--- src/rtl/uart_tx_fifo.sv ---
// UART transmitter with a small input FIFO, configurable frame format and
// back-to-back frames; all outputs come straight from flops.
module uart_tx_fifo #(
   parameter int CLK_FREQ   = 50000000,
   parameter int BAUD_RATE  = 9600,
   parameter int DATA_BITS  = 8,
   parameter int PARITY     = 0,
   parameter int STOP_BITS  = 1,
   parameter int FIFO_DEPTH = 4
) (
   input  logic                          clk,
   input  logic                          rst,
   input  logic                          s_valid,
   input  logic [DATA_BITS-1:0]          s_data,
   output logic                          s_ready,
   output logic                          tx_out,
   output logic                          busy,
   output logic                          tx_done,
   output logic [$clog2(FIFO_DEPTH):0]   fifo_count
);

   localparam int DIV   = CLK_FREQ / BAUD_RATE;
   localparam int CNT_W = (DIV > 2) ? $clog2(DIV) : 1;
   localparam int PTR_W = $clog2(FIFO_DEPTH);
   localparam int CW    = PTR_W + 1;

   if (DIV < 2) begin : g_bad_div
      $error("uart_tx_fifo: CLK_FREQ/BAUD_RATE must be at least 2");
   end
   if (DATA_BITS < 5 || DATA_BITS > 9) begin : g_bad_bits
      $error("uart_tx_fifo: DATA_BITS must be 5..9");
   end
   if (PARITY < 0 || PARITY > 2) begin : g_bad_par
      $error("uart_tx_fifo: PARITY must be 0, 1 or 2");
   end
   if (STOP_BITS < 1 || STOP_BITS > 2) begin : g_bad_stop
      $error("uart_tx_fifo: STOP_BITS must be 1 or 2");
   end
   if (FIFO_DEPTH < 2 || (FIFO_DEPTH & (FIFO_DEPTH - 1)) != 0) begin : g_bad_depth
      $error("uart_tx_fifo: FIFO_DEPTH must be a power of 2 and >= 2");
   end

   typedef enum logic [2:0] {IDLE, START, DATA, PAR, STOP} state_t;

   state_t               state_q, state_d;
   logic [CNT_W-1:0]     baud_q, baud_d;
   logic [3:0]           bit_q, bit_d;
   logic [DATA_BITS-1:0] shreg_q, shreg_d;
   logic                 par_q, par_d;
   logic [PTR_W-1:0]     rd_q, rd_d, wr_q, wr_d;
   logic [CW-1:0]        count_q, count_d;
   logic                 tx_q, tx_d, busy_q, busy_d, done_q, done_d;
   logic [DATA_BITS-1:0] mem_q [FIFO_DEPTH];
   logic                 push, pop, bit_end;
   logic [DATA_BITS-1:0] head;

   assign s_ready    = (count_q < CW'(FIFO_DEPTH));
   assign push       = s_valid && s_ready;
   assign head       = mem_q[rd_q];
   assign bit_end    = (baud_q == CNT_W'(DIV - 1));
   assign tx_out     = tx_q;
   assign busy       = busy_q;
   assign tx_done    = done_q;
   assign fifo_count = count_q;

   always_comb begin
      state_d = state_q;
      baud_d  = bit_end ? '0 : baud_q + 1'b1;
      bit_d   = bit_q;
      shreg_d = shreg_q;
      par_d   = par_q;
      pop     = 1'b0;
      done_d  = 1'b0;
      case (state_q)
         IDLE: begin
            baud_d = '0;
            bit_d  = '0;
            if (count_q != '0) begin
               pop     = 1'b1;
               state_d = START;
            end
         end
         START: begin
            if (bit_end) begin
               bit_d   = '0;
               state_d = DATA;
            end
         end
         DATA: begin
            if (bit_end) begin
               shreg_d = shreg_q >> 1;
               if (bit_q == 4'(DATA_BITS - 1)) begin
                  bit_d   = '0;
                  state_d = (PARITY != 0) ? PAR : STOP;
               end else begin
                  bit_d = bit_q + 4'd1;
               end
            end
         end
         PAR: begin
            if (bit_end) begin
               bit_d   = '0;
               state_d = STOP;
            end
         end
         STOP: begin
            if (bit_end) begin
               if (bit_q == 4'(STOP_BITS - 1)) begin
                  done_d = 1'b1;
                  bit_d  = '0;
                  if (count_q != '0) begin
                     pop     = 1'b1;
                     state_d = START;
                  end else begin
                     state_d = IDLE;
                  end
               end else begin
                  bit_d = bit_q + 4'd1;
               end
            end
         end
         default: state_d = IDLE;
      endcase

      // The frame's word and its parity are frozen at pop time.
      if (pop) begin
         shreg_d = head;
         par_d   = (PARITY == 1) ? ~(^head) : ^head;
      end

      rd_d    = pop  ? rd_q + 1'b1 : rd_q;
      wr_d    = push ? wr_q + 1'b1 : wr_q;
      count_d = count_q + CW'(push) - CW'(pop);

      // Line and status flops follow the state one cycle later, so every
      // line bit still lasts exactly DIV cycles.
      case (state_q)
         START:   tx_d = 1'b0;
         DATA:    tx_d = shreg_q[0];
         PAR:     tx_d = par_q;
         default: tx_d = 1'b1;
      endcase
      busy_d = (state_q != IDLE);
   end

   always_ff @(posedge clk or negedge rst) begin
      if (!rst) begin
         state_q <= IDLE;
         baud_q  <= '0;
         bit_q   <= '0;
         rd_q    <= '0;
         wr_q    <= '0;
         count_q <= '0;
         tx_q    <= 1'b1;
         busy_q  <= 1'b0;
         done_q  <= 1'b0;
      end else begin
         state_q <= state_d;
         baud_q  <= baud_d;
         bit_q   <= bit_d;
         rd_q    <= rd_d;
         wr_q    <= wr_d;
         count_q <= count_d;
         tx_q    <= tx_d;
         busy_q  <= busy_d;
         done_q  <= done_d;
      end
   end

   always_ff @(posedge clk) begin
      shreg_q <= shreg_d;
      par_q   <= par_d;
      if (push) mem_q[wr_q] <= s_data;
   end

endmodule

--- config.mk ---
export PLATFORM = sky130hd
export DESIGN_NAME = uart_tx_fifo
export DESIGN_NICKNAME = d
export VERILOG_FILES = /design/src/rtl/uart_tx_fifo.sv
export SDC_FILE = /design/constraint.sdc
export NUM_CORES = 1
export LEC_CHECK = 0
export BUFFER_PORTS_ARGS = -buffer_cell sky130_fd_sc_hd__buf_4
export CORE_MARGIN = 1
export CORE_UTILIZATION = 35
export CTS_BUF_LIST = sky130_fd_sc_hd__clkbuf_4 sky130_fd_sc_hd__clkbuf_8
export CTS_CLUSTER_DIAMETER = 50
export CTS_CLUSTER_SIZE = 28
export DETAILED_ROUTE_END_ITERATION = 10
export GPL_ROUTABILITY_DRIVEN = 0
export PLACE_DENSITY = 0.5
export SLEW_MARGIN = 20
export SYNTH_ARGS = -nofsm -noshare
export SYNTH_HDL_FRONTEND = slang
export SYNTH_SLANG_ARGS = --single-unit
export TNS_END_PERCENT = 50
--- constraint.sdc ---
create_clock -name clk -period 2.5 [get_ports clk]
set_input_delay 0.5 -clock clk [delete_from_list [all_inputs] [get_ports clk]]
set_output_delay 0.5 -clock clk [all_outputs]
set_load 0.01 [all_outputs]
==> results.sh, run 1 <==
export IMPL_vias=1839
export IMPL_port_buffers=17
export IMPL_fill_cells=812
export IMPL_cp_slowest_stage_delay_ns=0.42
export IMPL_start_util=0.365
export IMPL_peakVddDrop_mv=0.412
export IMPL_synth_area_per_cell_sq_um=14.0
export IMPL_core_sq_um=8810
export IMPL_comb_power_share=0.136
export IMPL_period_minus_slack_ns=2.36
export IMPL_fin_crit_sh=0.943
export IMPL_stdcell_area_sq_um=3760
export IMPL_worst_pin_slew_ns=0.430
export IMPL_r2r_start="bit_q[0]$_DFFE_PN0P_"
export IMPL_num_antenna_cells=0
export IMPL_numCtsBuffers=9
export IMPL_die_h_um=97.9
export IMPL_hold_violations=0
export IMPL_ys_ff_latch=71
export IMPL_postPlaceCellArea_sq_um=3520
export IMPL_drt_wl_total_mm=5.72
export IMPL_firstDrtPassIters=8
export IMPL_ios=18
export IMPL_cts_sink_count=71
export IMPL_synth_edff_count=41
export IMPL_clkPwrFrac=0.364
export IMPL_synth_ff_type="edfxtp_1"
export IMPL_grt_max_degree=31
export IMPL_cp_max_fo=5
export IMPL_cp_cell_sequence="inv_1, ha_1, nor3b_4, nand4_1, a21o_2, nand2_1, nand2_1, ha_1, fa_1, xnor2_1, xnor2_1"
export IMPL_setup_worst_path_end_class="register"
export IMPL_ctsRootBufferMaster="clkbuf_8"
export IMPL_pwr_share_seq=0.499
export IMPL_status="finished, violations left"
export IMPL_skew_ns=0.00849
export IMPL_synth_area_sq_um=3220
export IMPL_critPathLaunch="bit_q[0]$_DFFE_PN0P_"
export IMPL_antenna_found_initial=0
export IMPL_dp_cells=358
export IMPL_path_class="register to register"
export IMPL_power_switching_mw=0.746
export IMPL_rsz0062_at_grt="no"
export IMPL_maxSlewViolCount=0
export IMPL_fp_row_count=34
export IMPL_crit_required_ns=2.76
export IMPL_relSlewSlack=0.713
export IMPL_synth_nets=249
export IMPL_nets=282
export IMPL_insertion_delay_ns=0.35
export IMPL_synth_cell_types=51
export IMPL_wire_per_inst_um=15.3
export IMPL_violations="DRC"
export IMPL_instances_no_fill=375
export IMPL_grt_pass1_vias=1864
export IMPL_startpoint_type="register"
export IMPL_p_leak_nw=1.47
export IMPL_async_flop_share=0.423
export IMPL_cts_buffer_depth=2
export IMPL_detail_route_antenna_nets=0
export IMPL_crit_slowest_cell="dfrtp_1"
export IMPL_swShare=0.260
export IMPL_die_area_sq_um=9580
export IMPL_intPower_mw=2.13
export IMPL_timing_fmax_ghz=0.424
export IMPL_hold_buffers=0
export IMPL_syn_to_final_growth_pct=17.0
export IMPL_htreeDepth=3
export IMPL_fp_dieW_um=97.9
export IMPL_yosys_warnings=0
export IMPL_tritoncts="built"
export IMPL_setup_viol=0
export IMPL_clkTransAtPathRegs_ns=0.08
export IMPL_ys_seq_area_frac=0.616
export IMPL_via_per_inst=4.90
export IMPL_dp_hpwl_mm=3.87
export IMPL_hp_class="input pin to asynchronous set/reset pin"
export IMPL_grt_first_pass_wirelength_mm=9.76
export IMPL_maxCapViolations=0
export IMPL_grt_use_total=0.135
export IMPL_drc_errors=1
export IMPL_netlist_instances=229
export IMPL_first_iter_violations=95
export IMPL_grt_overflow_total=0
export IMPL_powerDensity_nw_per_um2=763
export IMPL_final_common_cell="edfxtp_1"
export IMPL_drive_gt1_frac=0.285
export IMPL_finalPower_mw=2.87
export IMPL_layout_common_cells="edfxtp_1 (41), buf_4 (30), dfrtp_1 (29)"
export IMPL_cp_arrival_ns=2.62
[cell type report]
| cell class | count | area (sq um) | share of cell area |
|---|---|---|---|
| Tap cell | 108 | 135 | 0.0359 |
| Clock inverter | 7 | 104 | 0.0276 |
| Multi-Input combinational cell | 138 | 1150 | 0.305 |
| Sequential cell | 71 | 1980 | 0.527 |
| Timing Repair Buffer | 30 | 225 | 0.0598 |
| Clock buffer | 9 | 124 | 0.0329 |
| Inverter | 12 | 45.0 | 0.0120 |
[synthesized netlist by cell type, types with 2 or more instances]
| cell | instances | share of area |
|---|---|---|
| o21ai_0 | 6 | 0.0093 |
| xnor2_2 | 2 | 0.010 |
| maj3_2 | 2 | 0.0070 |
| inv_1 | 11 | 0.013 |
| nand4_1 | 5 | 0.0097 |
| edfxtp_1 | 41 | 0.38 |
| o31ai_1 | 2 | 0.0047 |
| o21ai_1 | 2 | 0.0031 |
| nand2_1 | 11 | 0.013 |
| dfrtp_1 | 29 | 0.23 |
| nand3_1 | 3 | 0.0047 |
| nor2b_1 | 2 | 0.0039 |
| mux2_2 | 7 | 0.025 |
| ha_1 | 8 | 0.031 |
| mux4_2 | 8 | 0.056 |
| buf_2 | 2 | 0.0031 |
| a31o_2 | 2 | 0.0054 |
| a21oi_1 | 8 | 0.012 |
| xor2_1 | 9 | 0.025 |
| or3_1 | 3 | 0.0058 |
| buf_6 | 2 | 0.0070 |
| nor2_1 | 16 | 0.019 |
| clkbuf_1 | 2 | 0.0023 |
| xnor2_1 | 11 | 0.030 |
| nand3b_1 | 2 | 0.0047 |
| nand2b_1 | 3 | 0.0058 |
| and2_1 | 6 | 0.012 |
[power by group through the flow]
stage	Combinational (mW)	Clock, mW	Sequential, mW
5_1_grt	0.452	1.12	1.44
3_5_place_dp	0.402	0	1.46
2_1_floorplan	0.243	0	1.44
6_report	0.392	1.05	1.43
3_3_place_gp	0.394	0	1.46
4_1_cts	0.406	1.08	1.43
[routing by layer]
layer	up-vias	track usage	share of wire
met5	-	0	0
met4	0	0.0769	0.021
met3	12	0.0272	0.027
met2	27	0.193	0.44
met1	901	0.191	0.51
li1	899	-	-
[flip-flops by register name (all words and copies together), names as in the netlist]
register	flops
fifo_count	3
shreg_q	8
par_q	1
rd_q	2
tx_out	1
baud_q	13
mem_q	32
wr_q	2
tx_done	1
state_q	3
bit_q	4
busy	1
[path summary, 6_finish.rpt]
path	to	slack, ns	cells past startpoint
max	fifo_count[2]$_DFF_PN0_	0.14	11
min	bit_q[3]$_DFFE_PN0P_	0.06	1
max reg2reg	fifo_count[2]$_DFF_PN0_	0.14	11
min reg2reg	baud_q[0]$_DFF_PN0_	0.47	1
max in group asynchronous	tx_out$_DFF_PN1_	2.11	1
min in group clk	mem_q[2][7]$_DFFE_PP_	0.35	1
[stage by stage]
stage | hold WS [ns] | worst slack, ns | util | setup TNS [ns]
3_5_place_dp | 0.465 | -0.0271 | 0.399 | -0.0271
4_1_cts | 0.0804 | 0.0602 | 0.426 | 0
3_3_place_gp | 0.449 | 0.146 | 0.399 | 0
6_report | 0.0603 | 0.141 | 0.427 | 0
5_1_grt | 0.102 | 0.0123 | 0.427 | 0
2_1_floorplan | 0.204 | 0.274 | - | 0
[logic make-up after synthesis]
kind of cell / Yosys count / synth area share
and+or+nand+nor: 64 / 0.114
DFF: 71 / 0.616
muxes: 15 / 0.0805
xor gates and xnor gates: 22 / 0.0646
adders and majority gates: 11 / 0.0443
AOI/OAI and AO/OA: 26 / 0.0498
buffers and inverters: 20 / 0.0303
[critical path, delay by kind of cell (launching register included)]
kind | cells | cell delay [ns]
AOI/OAI and AO/OA | 1 | 0.28
and+or+nand+nor | 4 | 0.45
xor gates and xnor gates | 2 | 0.32
adders and majority gates | 3 | 0.72
buffers and inverters | 1 | 0.07
DFF | 1 | 0.42
[repair_timing]
item,CTS,global route
pin swaps,0,0
hold endpoints to repair,0,0
resized for setup,1,1
endpoints found under the setup margin,1,1
buffers inserted,0,1
No activity file was read; power rests on OpenSTA's default activity.
==> run 2: changes to the inputs <==
--- a/config.mk
+++ b/config.mk
@@ -6,14 +6,17 @@
 export NUM_CORES = 1
 export LEC_CHECK = 0
 export BUFFER_PORTS_ARGS = -buffer_cell sky130_fd_sc_hd__buf_4
+export CELL_PAD_IN_SITES_DETAIL_PLACEMENT = 1
+export CELL_PAD_IN_SITES_GLOBAL_PLACEMENT = 2
 export CORE_MARGIN = 1
-export CORE_UTILIZATION = 35
+export CORE_UTILIZATION = 42
 export CTS_BUF_LIST = sky130_fd_sc_hd__clkbuf_4 sky130_fd_sc_hd__clkbuf_8
 export CTS_CLUSTER_DIAMETER = 50
 export CTS_CLUSTER_SIZE = 28
 export DETAILED_ROUTE_END_ITERATION = 10
 export GPL_ROUTABILITY_DRIVEN = 0
-export PLACE_DENSITY = 0.5
+export PLACE_DENSITY = 0.75
+export SKIP_LAST_GASP = 1
 export SLEW_MARGIN = 20
 export SYNTH_ARGS = -nofsm -noshare
 export SYNTH_HDL_FRONTEND = slang
==> results.sh, run 2 (synthesized netlist as in run 1, its figures left out) <==
export IMPL_status="completed"
export IMPL_hold_violations=0
export IMPL_grt_use_total=0.177
export IMPL_tritoncts="built"
export IMPL_timing_reg2reg_setup_slack_ns=0.17
export IMPL_crit_required_ns=2.72
export IMPL_cp_max_fo=4
export IMPL_core_sq_um=7330
export IMPL_swShare=0.271
export IMPL_numCtsBuffers=9
export IMPL_worst_pin_slew_ns=0.436
export IMPL_start_util=0.439
export IMPL_skew_ns=0.00386
export IMPL_drt_wl_total_mm=6.30
export IMPL_layout_common_cells="edfxtp_1 (41), dfrtp_1 (29), buf_4 (29)"
export IMPL_ctsRootBufferMaster="clkbuf_8"
export IMPL_clkPwrFrac=0.296
export IMPL_finalPower_mw=2.64
export IMPL_grt_first_pass_wirelength_mm=10.0
export IMPL_r2r_start="baud_q[0]$_DFF_PN0_"
export IMPL_cp_arrival_ns=2.55
export IMPL_comb_power_share=0.161
export IMPL_wire_per_inst_um=17.3
export IMPL_die_h_um=89.5
export IMPL_p_leak_nw=1.44
export IMPL_startpoint_type="register"
export IMPL_intPower_mw=1.92
export IMPL_post_cts_setup_buffer_count=0
export IMPL_drive_gt1_frac=0.291
export IMPL_reg2reg_depth=11
export IMPL_insertion_delay_ns=0.33
export IMPL_setup_viol=0
export IMPL_detail_route_antenna_nets=0
export IMPL_maxCapViolations=0
export IMPL_path_class="register to register"
export IMPL_pwr_share_seq=0.543
export IMPL_fin_crit_sh=0.933
export IMPL_drc_errors=0
export IMPL_maxSlewViolCount=0
export IMPL_via_per_inst=5.03
export IMPL_syn_to_final_growth_pct=14.9
export IMPL_first_iter_violations=65
export IMPL_power_switching_mw=0.714
export IMPL_firstDrtPassIters=4
export IMPL_port_buffers=17
export IMPL_num_antenna_cells=0
export IMPL_grt_pass1_vias=1853
export IMPL_grt_overflow_total=0
export IMPL_final_common_cell="edfxtp_1"
export IMPL_largest_reg_flops=32
export IMPL_hp_class="input pin to asynchronous set/reset pin"
export IMPL_timing_fmax_ghz=0.429
export IMPL_die_area_sq_um=8010
export IMPL_clkTransAtPathRegs_ns=0.08
export IMPL_cts_sink_count=71
export IMPL_peakVddDrop_mv=0.487
export IMPL_antenna_found_initial=0
export IMPL_grt_max_degree=31
export IMPL_top_regs="mem_q (32), baud_q (13), shreg_q (8)"
export IMPL_relSlewSlack=0.709
export IMPL_dp_hpwl_mm=4.34
export IMPL_powerDensity_nw_per_um2=713
export IMPL_fp_row_count=31
export IMPL_top_register="mem_q"
export IMPL_htreeDepth=3
export IMPL_setup_worst_path_end_class="register"
export IMPL_hold_buffers=0
export IMPL_vias=1831
export IMPL_fp_dieW_um=89.5
export IMPL_period_minus_slack_ns=2.33
export IMPL_utilization=0.504
export IMPL_ios=18
export IMPL_nets=281
export IMPL_cts_buffer_depth=2
export IMPL_reg2reg_to="fifo_count[2]$_DFF_PN0_"
## run 2: worst max path at each step
stage | startpoint | endpoint | slack, ns
after global placement | bit_q[1]$_DFFE_PN0P_ | fifo_count[2]$_DFF_PN0_ | 0.14
final | baud_q[0]$_DFF_PN0_ | fifo_count[2]$_DFF_PN0_ | 0.17
after CTS | bit_q[1]$_DFFE_PN0P_ | fifo_count[2]$_DFF_PN0_ | 0.13
after detailed placement | bit_q[1]$_DFFE_PN0P_ | fifo_count[2]$_DFF_PN0_ | 0.02
after global routing | bit_q[1]$_DFFE_PN0P_ | fifo_count[2]$_DFF_PN0_ | -0.002
after floorplan | bit_q[0]$_DFFE_PN0P_ | fifo_count[2]$_DFF_PN0_ | 0.27
## run 2: cell type report
type                            count  area (sq um)
Tap cell                           99           124
Fill cell                         753          3630
Clock buffer                        9           124
Multi-Input combinational cell    138          1160
Timing Repair Buffer               29           218
Sequential cell                    71          1980
Inverter                           12          45.0
Clock inverter                      6          38.8
## run 2: what timing repair did
| action | CTS | global route |
|---|---|---|
| gates resized for setup | 1 | 4 |
| endpoints found under the setup margin | 1 | 1 |
| pin swaps | 0 | 0 |
## run 2: stage by stage
step / hold slack (ns) / cells / setup TNS [ns] / area, sq um / worst slack, ns
finish: 0.0912 / 364 / 0 / 3700 / 0.167
global route: 0.115 / 364 / -0.00229 / 3700 / -0.00229
CTS: 0.0934 / 364 / 0 / 3670 / 0.126
detailed placement: 0.454 / 349 / 0 / 3510 / 0.0221
global placement: 0.446 / 349 / 0 / 3510 / 0.142
floorplan: 0.204 / 229 / 0 / 3220 / 0.274
## run 2: routing by layer
metal	vias to the layer above	global-route usage	wire length, um
met5	-	0	0
li1	894	-	-
met3	7	0.0342	151
met2	19	0.241	2820
met1	911	0.270	3250
met4	0	0.0823	78
## run 2: power groups by stage
stage	Clock [mW]	Sequential (mW)	Combinational (mW)
2_1_floorplan	0	1.44	0.243
3_3_place_gp	0	1.45	0.390
3_5_place_dp	0	1.46	0.409
4_1_cts	0.809	1.43	0.411
5_1_grt	0.849	1.45	0.486
6_report	0.780	1.43	0.425
## run 2: worst max-delay path, stage by stage, from the launching register on
cell and delay [ns]:
dfrtp_1 0.40, ha_1 0.25, and4b_1 0.20, nand4_1 0.09
a21o_2 0.17, inv_2 0.04, nand2b_1 0.13, nand2_1 0.08
ha_1 0.21, fa_2 0.37, xnor2_2 0.15, xnor2_1 0.13
